## src/rtl/halflife_pkg.sv

```systemverilog
`default_nettype none
// ------------------------------------------------------------------
// halflife_pkg : shared states and constants for the half-life driver
// Revision     : 1.0
// ------------------------------------------------------------------
package halflife_pkg;

  localparam int HALV_W = 4;
  localparam logic [HALV_W-1:0] HALV_MAX = 4'd15;

  typedef enum logic [2:0] {
    S_IDLE = 3'd0,
    S_LOAD = 3'd1,
    S_WAIT = 3'd2,
    S_DEC  = 3'd3,
    S_DONE = 3'd4
  } state_e;

endpackage
`default_nettype wire

```

## src/rtl/halflife_if.sv

```systemverilog
`default_nettype none
// ------------------------------------------------------------------
// halflife_if : request/command bundle between requester and driver
// Revision    : 1.0
// ------------------------------------------------------------------
interface halflife_if #(
  parameter int N  = 4,
  parameter int PW = 8
) ();
  import halflife_pkg::*;

  logic              start;
  logic [N-1:0]      init;
  logic [PW-1:0]     period;
  logic              abort;
  logic              cmd_load;
  logic [N-1:0]      load_val;
  logic              cmd_down;
  logic [N-1:0]      shadow;
  logic [HALV_W-1:0] halvings;
  logic              busy;
  logic              done;

  modport master (
    output start, init, period, abort,
    input  cmd_load, load_val, cmd_down, shadow, halvings, busy, done
  );

  modport slave (
    input  start, init, period, abort,
    output cmd_load, load_val, cmd_down, shadow, halvings, busy, done
  );

endinterface
`default_nettype wire

```

## src/rtl/halflife_prescaler.sv

```systemverilog
`default_nettype none
// ------------------------------------------------------------------
// halflife_prescaler : WAIT-phase timer, expires period cycles after reload
// Revision           : 1.0
// ------------------------------------------------------------------
module halflife_prescaler #(
  parameter int PW = 8
) (
  input  logic          clk,
  input  logic          rst,
  input  logic          reload,
  input  logic [PW-1:0] period,
  output logic          expire
);

  logic [PW-1:0] cnt_q, cnt_d;

  // Counts period-1 down to 0 and parks there; the 0 cycle is the last one.
  always_comb begin
    cnt_d = cnt_q;
    if (reload) begin
      cnt_d = (period == '0) ? '0 : period - 1'b1;
    end else if (cnt_q != '0) begin
      cnt_d = cnt_q - 1'b1;
    end
  end

  always_ff @(posedge clk or posedge rst) begin
    if (rst) cnt_q <= '0;
    else     cnt_q <= cnt_d;
  end

  assign expire = (cnt_q == '0);

endmodule
`default_nettype wire

```

## src/rtl/halflife_driver.sv

```systemverilog
`default_nettype none
// ------------------------------------------------------------------
// halflife_driver : drives a down-counter through successive halvings
// Revision        : 1.0
// ------------------------------------------------------------------
module halflife_driver #(
  parameter int N  = 4,
  parameter int PW = 8
) (
  input  logic     clk,
  input  logic     rst,
  halflife_if.slave bus
);
  import halflife_pkg::*;

  state_e            state_q, state_d;
  logic [N-1:0]      init_q, init_d;
  logic [PW-1:0]     period_q, period_d;
  logic [N-1:0]      shadow_q, shadow_d;
  logic [N-1:0]      rem_q, rem_d;
  logic [HALV_W-1:0] halv_q, halv_d;
  logic              reload;
  logic              expire;
  logic              cmd_load, cmd_down, done;

  halflife_prescaler #(.PW(PW)) u_presc (
    .clk    (clk),
    .rst    (rst),
    .reload (reload),
    .period (period_q),
    .expire (expire)
  );

  always_comb begin
    state_d  = state_q;
    init_d   = init_q;
    period_d = period_q;
    shadow_d = shadow_q;
    rem_d    = rem_q;
    halv_d   = halv_q;
    reload   = 1'b0;
    cmd_load = 1'b0;
    cmd_down = 1'b0;
    done     = 1'b0;

    case (state_q)
      S_IDLE: begin
        if (bus.start && !bus.abort) begin
          init_d   = bus.init;
          period_d = (bus.period == '0) ? PW'(1) : bus.period;
          halv_d   = '0;
          state_d  = S_LOAD;
        end
      end
      S_LOAD: begin
        cmd_load = 1'b1;
        shadow_d = init_q;
        if (init_q <= N'(1)) begin
          state_d = S_DONE;
        end else begin
          state_d = S_WAIT;
          reload  = 1'b1;
        end
      end
      S_WAIT: begin
        if (expire) begin
          state_d = S_DEC;
          rem_d   = shadow_q - (shadow_q >> 1);
        end
      end
      S_DEC: begin
        cmd_down = 1'b1;
        shadow_d = (shadow_q != '0) ? shadow_q - 1'b1 : '0;
        rem_d    = (rem_q != '0) ? rem_q - 1'b1 : '0;
        if (rem_q <= N'(1)) begin
          halv_d = (halv_q == HALV_MAX) ? halv_q : halv_q + 1'b1;
          // shadow_q is pre-strobe here, so <=2 means <=1 after this strobe
          if (shadow_q <= N'(2)) begin
            state_d = S_DONE;
          end else begin
            state_d = S_WAIT;
            reload  = 1'b1;
          end
        end
      end
      S_DONE: begin
        done    = 1'b1;
        state_d = S_IDLE;
      end
      default: state_d = S_IDLE;
    endcase

    // Abort freezes the datapath and kills every strobe in the same cycle.
    if (bus.abort && state_q != S_IDLE) begin
      state_d  = S_IDLE;
      shadow_d = shadow_q;
      rem_d    = rem_q;
      halv_d   = halv_q;
      reload   = 1'b0;
      cmd_load = 1'b0;
      cmd_down = 1'b0;
      done     = 1'b0;
    end
  end

  always_ff @(posedge clk or posedge rst) begin
    if (rst) begin
      state_q  <= S_IDLE;
      init_q   <= '0;
      period_q <= PW'(1);
      shadow_q <= '0;
      rem_q    <= '0;
      halv_q   <= '0;
    end else begin
      state_q  <= state_d;
      init_q   <= init_d;
      period_q <= period_d;
      shadow_q <= shadow_d;
      rem_q    <= rem_d;
      halv_q   <= halv_d;
    end
  end

  assign bus.cmd_load = cmd_load;
  assign bus.cmd_down = cmd_down;
  assign bus.done     = done;
  assign bus.load_val = init_q;
  assign bus.shadow   = shadow_q;
  assign bus.halvings = halv_q;
  assign bus.busy     = (state_q != S_IDLE);

endmodule
`default_nettype wire

```

## src/flat_wrapper.sv

```systemverilog
// flat-port wrapper written by rule: the top's interface ports become plain ports
module halflife_driver_flat import halflife_pkg::*;
#(
  parameter int N  = 4,
  parameter int PW = 8
)
  (clk, rst, bus_start, bus_init, bus_period, bus_abort, bus_cmd_load, bus_load_val, bus_cmd_down, bus_shadow, bus_halvings, bus_busy, bus_done);
  halflife_if #(.N(N), .PW(PW)) bus_i ();
  input  logic clk;
  input  logic rst;
  input wire logic [$bits(bus_i.start)-1:0] bus_start;
  input wire logic [$bits(bus_i.init)-1:0] bus_init;
  input wire logic [$bits(bus_i.period)-1:0] bus_period;
  input wire logic [$bits(bus_i.abort)-1:0] bus_abort;
  output wire logic [$bits(bus_i.cmd_load)-1:0] bus_cmd_load;
  output wire logic [$bits(bus_i.load_val)-1:0] bus_load_val;
  output wire logic [$bits(bus_i.cmd_down)-1:0] bus_cmd_down;
  output wire logic [$bits(bus_i.shadow)-1:0] bus_shadow;
  output wire logic [$bits(bus_i.halvings)-1:0] bus_halvings;
  output wire logic [$bits(bus_i.busy)-1:0] bus_busy;
  output wire logic [$bits(bus_i.done)-1:0] bus_done;
  assign bus_i.start = bus_start;
  assign bus_i.init = bus_init;
  assign bus_i.period = bus_period;
  assign bus_i.abort = bus_abort;
  assign bus_cmd_load = bus_i.cmd_load;
  assign bus_load_val = bus_i.load_val;
  assign bus_cmd_down = bus_i.cmd_down;
  assign bus_shadow = bus_i.shadow;
  assign bus_halvings = bus_i.halvings;
  assign bus_busy = bus_i.busy;
  assign bus_done = bus_i.done;
  halflife_driver #(.N(N), .PW(PW)) u_core (.clk(clk), .rst(rst), .bus(bus_i));
endmodule
```

## config.mk

```make
export PLATFORM = sky130hd
export DESIGN_NAME = halflife_driver_flat
export DESIGN_NICKNAME = d
export VERILOG_FILES = /design/src/rtl/halflife_pkg.sv /design/src/rtl/halflife_if.sv /design/src/rtl/halflife_prescaler.sv /design/src/rtl/halflife_driver.sv /design/src/flat_wrapper.sv
export SDC_FILE = /design/constraint.sdc
export NUM_CORES = 1
export LEC_CHECK = 0
export ABC_AREA = 1
export CAP_MARGIN = 20
export CORE_ASPECT_RATIO = 1.5
export CORE_MARGIN = 8
export CORE_UTILIZATION = 40
export CTS_BUF_LIST = sky130_fd_sc_hd__clkbuf_4
export DETAILED_ROUTE_END_ITERATION = 7
export GPL_ROUTABILITY_DRIVEN = 0
export GPL_TIMING_DRIVEN = 0
export PLACE_DENSITY_LB_ADDON = 0.25
export SLEW_MARGIN = 20
export SYNTH_ARGS = -nofsm -noshare
export SYNTH_HDL_FRONTEND = slang
export SYNTH_SLANG_ARGS = --single-unit
```

## constraint.sdc

```tcl
create_clock -name clk -period 4.2 [get_ports clk]
set_input_delay 0.63 -clock clk [delete_from_list [all_inputs] [get_ports clk]]
set_output_delay 0.63 -clock clk [all_outputs]
set_load 0.1 [all_outputs]
```

==> results.txt <==
----------------------------------------------------
[Synthesis]
  Number of flops mapped to enable cells by yosys ... 0
  Synthesized net count ... between 300 and 400
  Yosys warns ... 0
  Post-synthesis instance total ... 318
  Post-synth top flop ... dfrtp_1
  Mapped cell area ... approximately 2400 sq um
  Number of synthesized register bits ... 35
  Synthesized area per cell ... approximately 7.5 sq um
  Number of library cell types mapped by synthesis ... 34
  Sequential area share after synthesis ... a little under two fifths
  Async S/R FF share, synth ... between 90% and 100%

[Final layout]
  Net count of the finished layout ... roughly 400
  Count of antenna diodes in the layout ... 0
  Leading cell type in the layout, fill and taps excluded ... nand2_1
  Synthesis-to-finish area growth ... 19.94%
  Fraction of layout cells with a size suffix above 1 ... under 10%
  Post-Route Utilization ... 49.18%
  Commonest cells after routing, fill and taps aside ... 78 x nand2_1, 39 x inv_1, 34 x nor2_1, 34 x dfrtp_1, 31 x clkdlybuf4s50_1

[Route]
  Remaining antenna violation count after routing ... 0
  Mean routed wirelength per cell ... 12.41 um
  Wire length reported by the detailed router ... about 5.3 mm
  Post-DR vias/cell ... a little under 5
  DR iter-0 viols ... 100
  DRC violation count after routing ... 0
  DRT Pass-1 Iters ... 4
  Total number of vias ... roughly 2100

[Hold path]
  Class of the tightest hold or removal check ... input port to async pin

[Timing]
  Count of final max-slew check failures ... 0
  Hold Worst Slack ... 467.4 ps
  Post-layout worst setup margin ... roughly 790 ps
  Final setup fails ... 0
  Setup TNS ... 0 ps
  Setup repair after global routing missed its margin ... no
  Highest achievable clock rate ... between 0.2 and 0.3 GHz
  Final worst path period share ... around 81%
  Final worst clock skew ... between 15 and 20 ps
  Time the worst path needs with I/O delays and setup ... ~3400 ps
  Worst-margin pin slew ... 984.3 ps
  Worst-case headroom to the max-slew limit ... between 30% and 40%
  Hold violation total from the final report ... 0

[Worst setup path]
  Combined buffer and inverter count along the critical path ... 2
  Max stage delay cell, worst path ... clkdlybuf4s50_1
  Kind of end point of the critical path ... output port
  Origin of the worst setup path ... bus_abort
  Ordered list of cells on the worst path ... clkdlybuf4s50_1 -> nor4_1 -> clkdlybuf4s50_1
  Worst Path Required ... 3570 ps
  Worst Setup Path Type ... input port to output port
  Largest stage delay on the critical path ... approximately 1200 ps
  CP arrival ... around 2800 ps
  Maximum fanout along the worst path ... 7
  Most prevalent standard cell on the critical path ... clkdlybuf4s50_1
  Endpoint of the most critical setup path ... bus_done
  FF-to-FF setup slack ... around 2300 ps
  Worst-case reg-to-reg path depth ... 12
  Logic depth of the worst path, buffers included ... 3
  Terminus of the critical flop-to-flop path ... u_core.u_presc.cnt_q[7]$_DFFE_PP0P_
  CP startpoint kind ... input port
  Gate family responsible for the most delay along the worst path ... buffers and inverters
  Reg-to-reg critical path startpoint ... u_core.bus.shadow[2]$_DFFE_PP0P_

[Floorplanning]
  Die ar. ... slightly below 9000 sq um
  I/O Pins ... 32
  Die Ht ... 110.3 um
  Width of the die ... 78.88 um
  Starting utilization of the core area ... just over 40%
  Core region area ... around 5800 sq um
  Number of placement rows ... 34

[Power]
  Leakage power summed over all cells ... between 1 and 1.5 nW
  Internal ... between 0.0009 and 0.001 W
  Combinational share of power ... between 60% and 70%
  Fraction of power consumed by sequential logic ... between 20% and 30%
  Net switching share of the total power ... 54.95%
  Clock share of power ... 8.2%
  PwrDens ... 779.2 nW/um^2
  Sw power ... around 0.0012 W
  Maximum resistive drop on vdd ... ~0.00049 V

[GRT]
  Total congestion overflow after global routing ... 0
  Antenna violations before repair ... 0
  Global route hottest layer ... met2
  Met1 Resource Use GR ... 13.08%
  Via count of the first global-routing pass ... 2160
  First-pass GRT wire length ... between 9 and 10 mm
  Overall track demand over capacity in global routing ... between 10% and 20%
  Maximum number of pins on one net before global-route repair ... 32
  Met3 Resource Use GR ... between 2 and 3%
  Met2 usage ... 27.27%

[CTS]
  Number of buffers added for setup after CTS ... 0
  Count of cells resized by post-cts repair ... 0
  Deepest level of the CTS H-tree ... 2
  Number of hold buffers added after cts ... 0
  Clock Path Buffers ... 2
  Clock tree sinks ... 35
  Clock transition at the registers of the reported paths ... ~120 ps
  Worst skew pair latency ... 340 ps
  TritonCTS clock tree ... yes
  Clock root buffer ... clkbuf_4
  CTS buffer count ... 5

[Placement]
  Input/output buffers ... 31
  Detailed placer's ending HPWL ... between 4 and 5 mm
  Place WS ... 766.3 ps

[Outcome]
  Status ... complete, no violations

[Run]
  Count of maximum capacitance violations ... 0

----------------------------------------------------
-- area by class of cell --
type | count | area [sq um]
Tap cell | 72 | 90.09
Multi-Input combinational cell | 233 | 1305
Sequential cell | 35 | 877.1
Clock inverter | 2 | 7.507
Timing Repair Buffer | 32 | 330.3
Fill cell | 610 | 2940
Clock buffer | 6 | 45.04
Buffer | 3 | 13.76
Inverter | 47 | 176.4
-- power groups by stage --
stage / registers [W] / clock network (W) / logic (W)
floorplan: 0.000899 / 0 / 0.000834
global placement: 0.000624 / 0 / 0.00141
detailed placement: 0.000626 / 0 / 0.00143
CTS: 0.000618 / 0.000192 / 0.00143
global route: 0.000640 / 0.000210 / 0.00159
finish: 0.000616 / 0.000183 / 0.00142
-- metal layers --
layer	vias to the layer above	share of wire (%)	wire length, um
li1	1096	-	-
met3	5	2.2	119
met4	0	1.3	68
met2	16	57	3032
met1	992	40	2115
met5	-	0	0
-- cell usage after synthesis, types with 4 or more instances --
cell type	count	area, sq um
nor2_1	34	127.6
nand2_2	4	25.02
ha_1	15	187.7
inv_1	40	150.1
nand3_1	21	105.1
inv_2	7	26.28
o21ai_1	9	45.04
nor3_1	7	35.03
dfrtp_1	34	850.8
nand2_1	78	292.8
xor2_1	7	61.31
o21ai_0	15	75.07
a21oi_1	17	85.08
-- worst min path at each step --
stage	start	end	slack (ps)	cells past startpoint
floorplan	u_core.period_q[3]$_DFFE_PP0P_	u_core.period_q[3]$_DFFE_PP0P_	470	2
global placement	u_core.rem_q[1]$_DFFE_PP0P_	u_core.rem_q[1]$_DFFE_PP0P_	490	2
detailed placement	u_core.rem_q[1]$_DFFE_PP0P_	u_core.rem_q[1]$_DFFE_PP0P_	510	2
CTS	rst	u_core.bus.halvings[3]$_DFFE_PP0P_	450	2
global route	rst	u_core.bus.halvings[3]$_DFFE_PP0P_	440	2
finish	rst	u_core.bus.halvings[3]$_DFFE_PP0P_	470	2
-- kinds of logic after synthesis --
kind of cell / share of synthesized area (%)
AOI/OAI and AO/OA: 12.82
DFF: 36.97
buffers and inverters: 8.017
adders and majority gates: 8.755
muxes: 1.741
and+or+nand+nor: 28.38
xor gates and xnor gates: 3.323
-- sequential cells by signal, summed over array words and instances (netlist names) --
| signal | count |
|---|---|
| u_core.period_q | 8 |
| u_core.u_presc.cnt_q | 8 |
| u_core.bus.halvings | 4 |
| u_core.bus.load_val | 4 |
| u_core.bus.shadow | 4 |
| u_core.rem_q | 4 |
| u_core.state_q | 3 |
-- stage by stage --
| step | cells | total power, W | area (sq um) |
|---|---|---|---|
| 6_report | 430 | 0.002217 | 2845 |
| 5_1_grt | 430 | 0.002438 | 2845 |
| 4_1_cts | 430 | 0.002244 | 2845 |
| 3_5_place_dp | 422 | 0.002052 | 2793 |
| 3_3_place_gp | 421 | 0.002032 | 2773 |
| 2_1_floorplan | 318 | 0.001733 | 2372 |
Power figures use the tool's default switching activity.
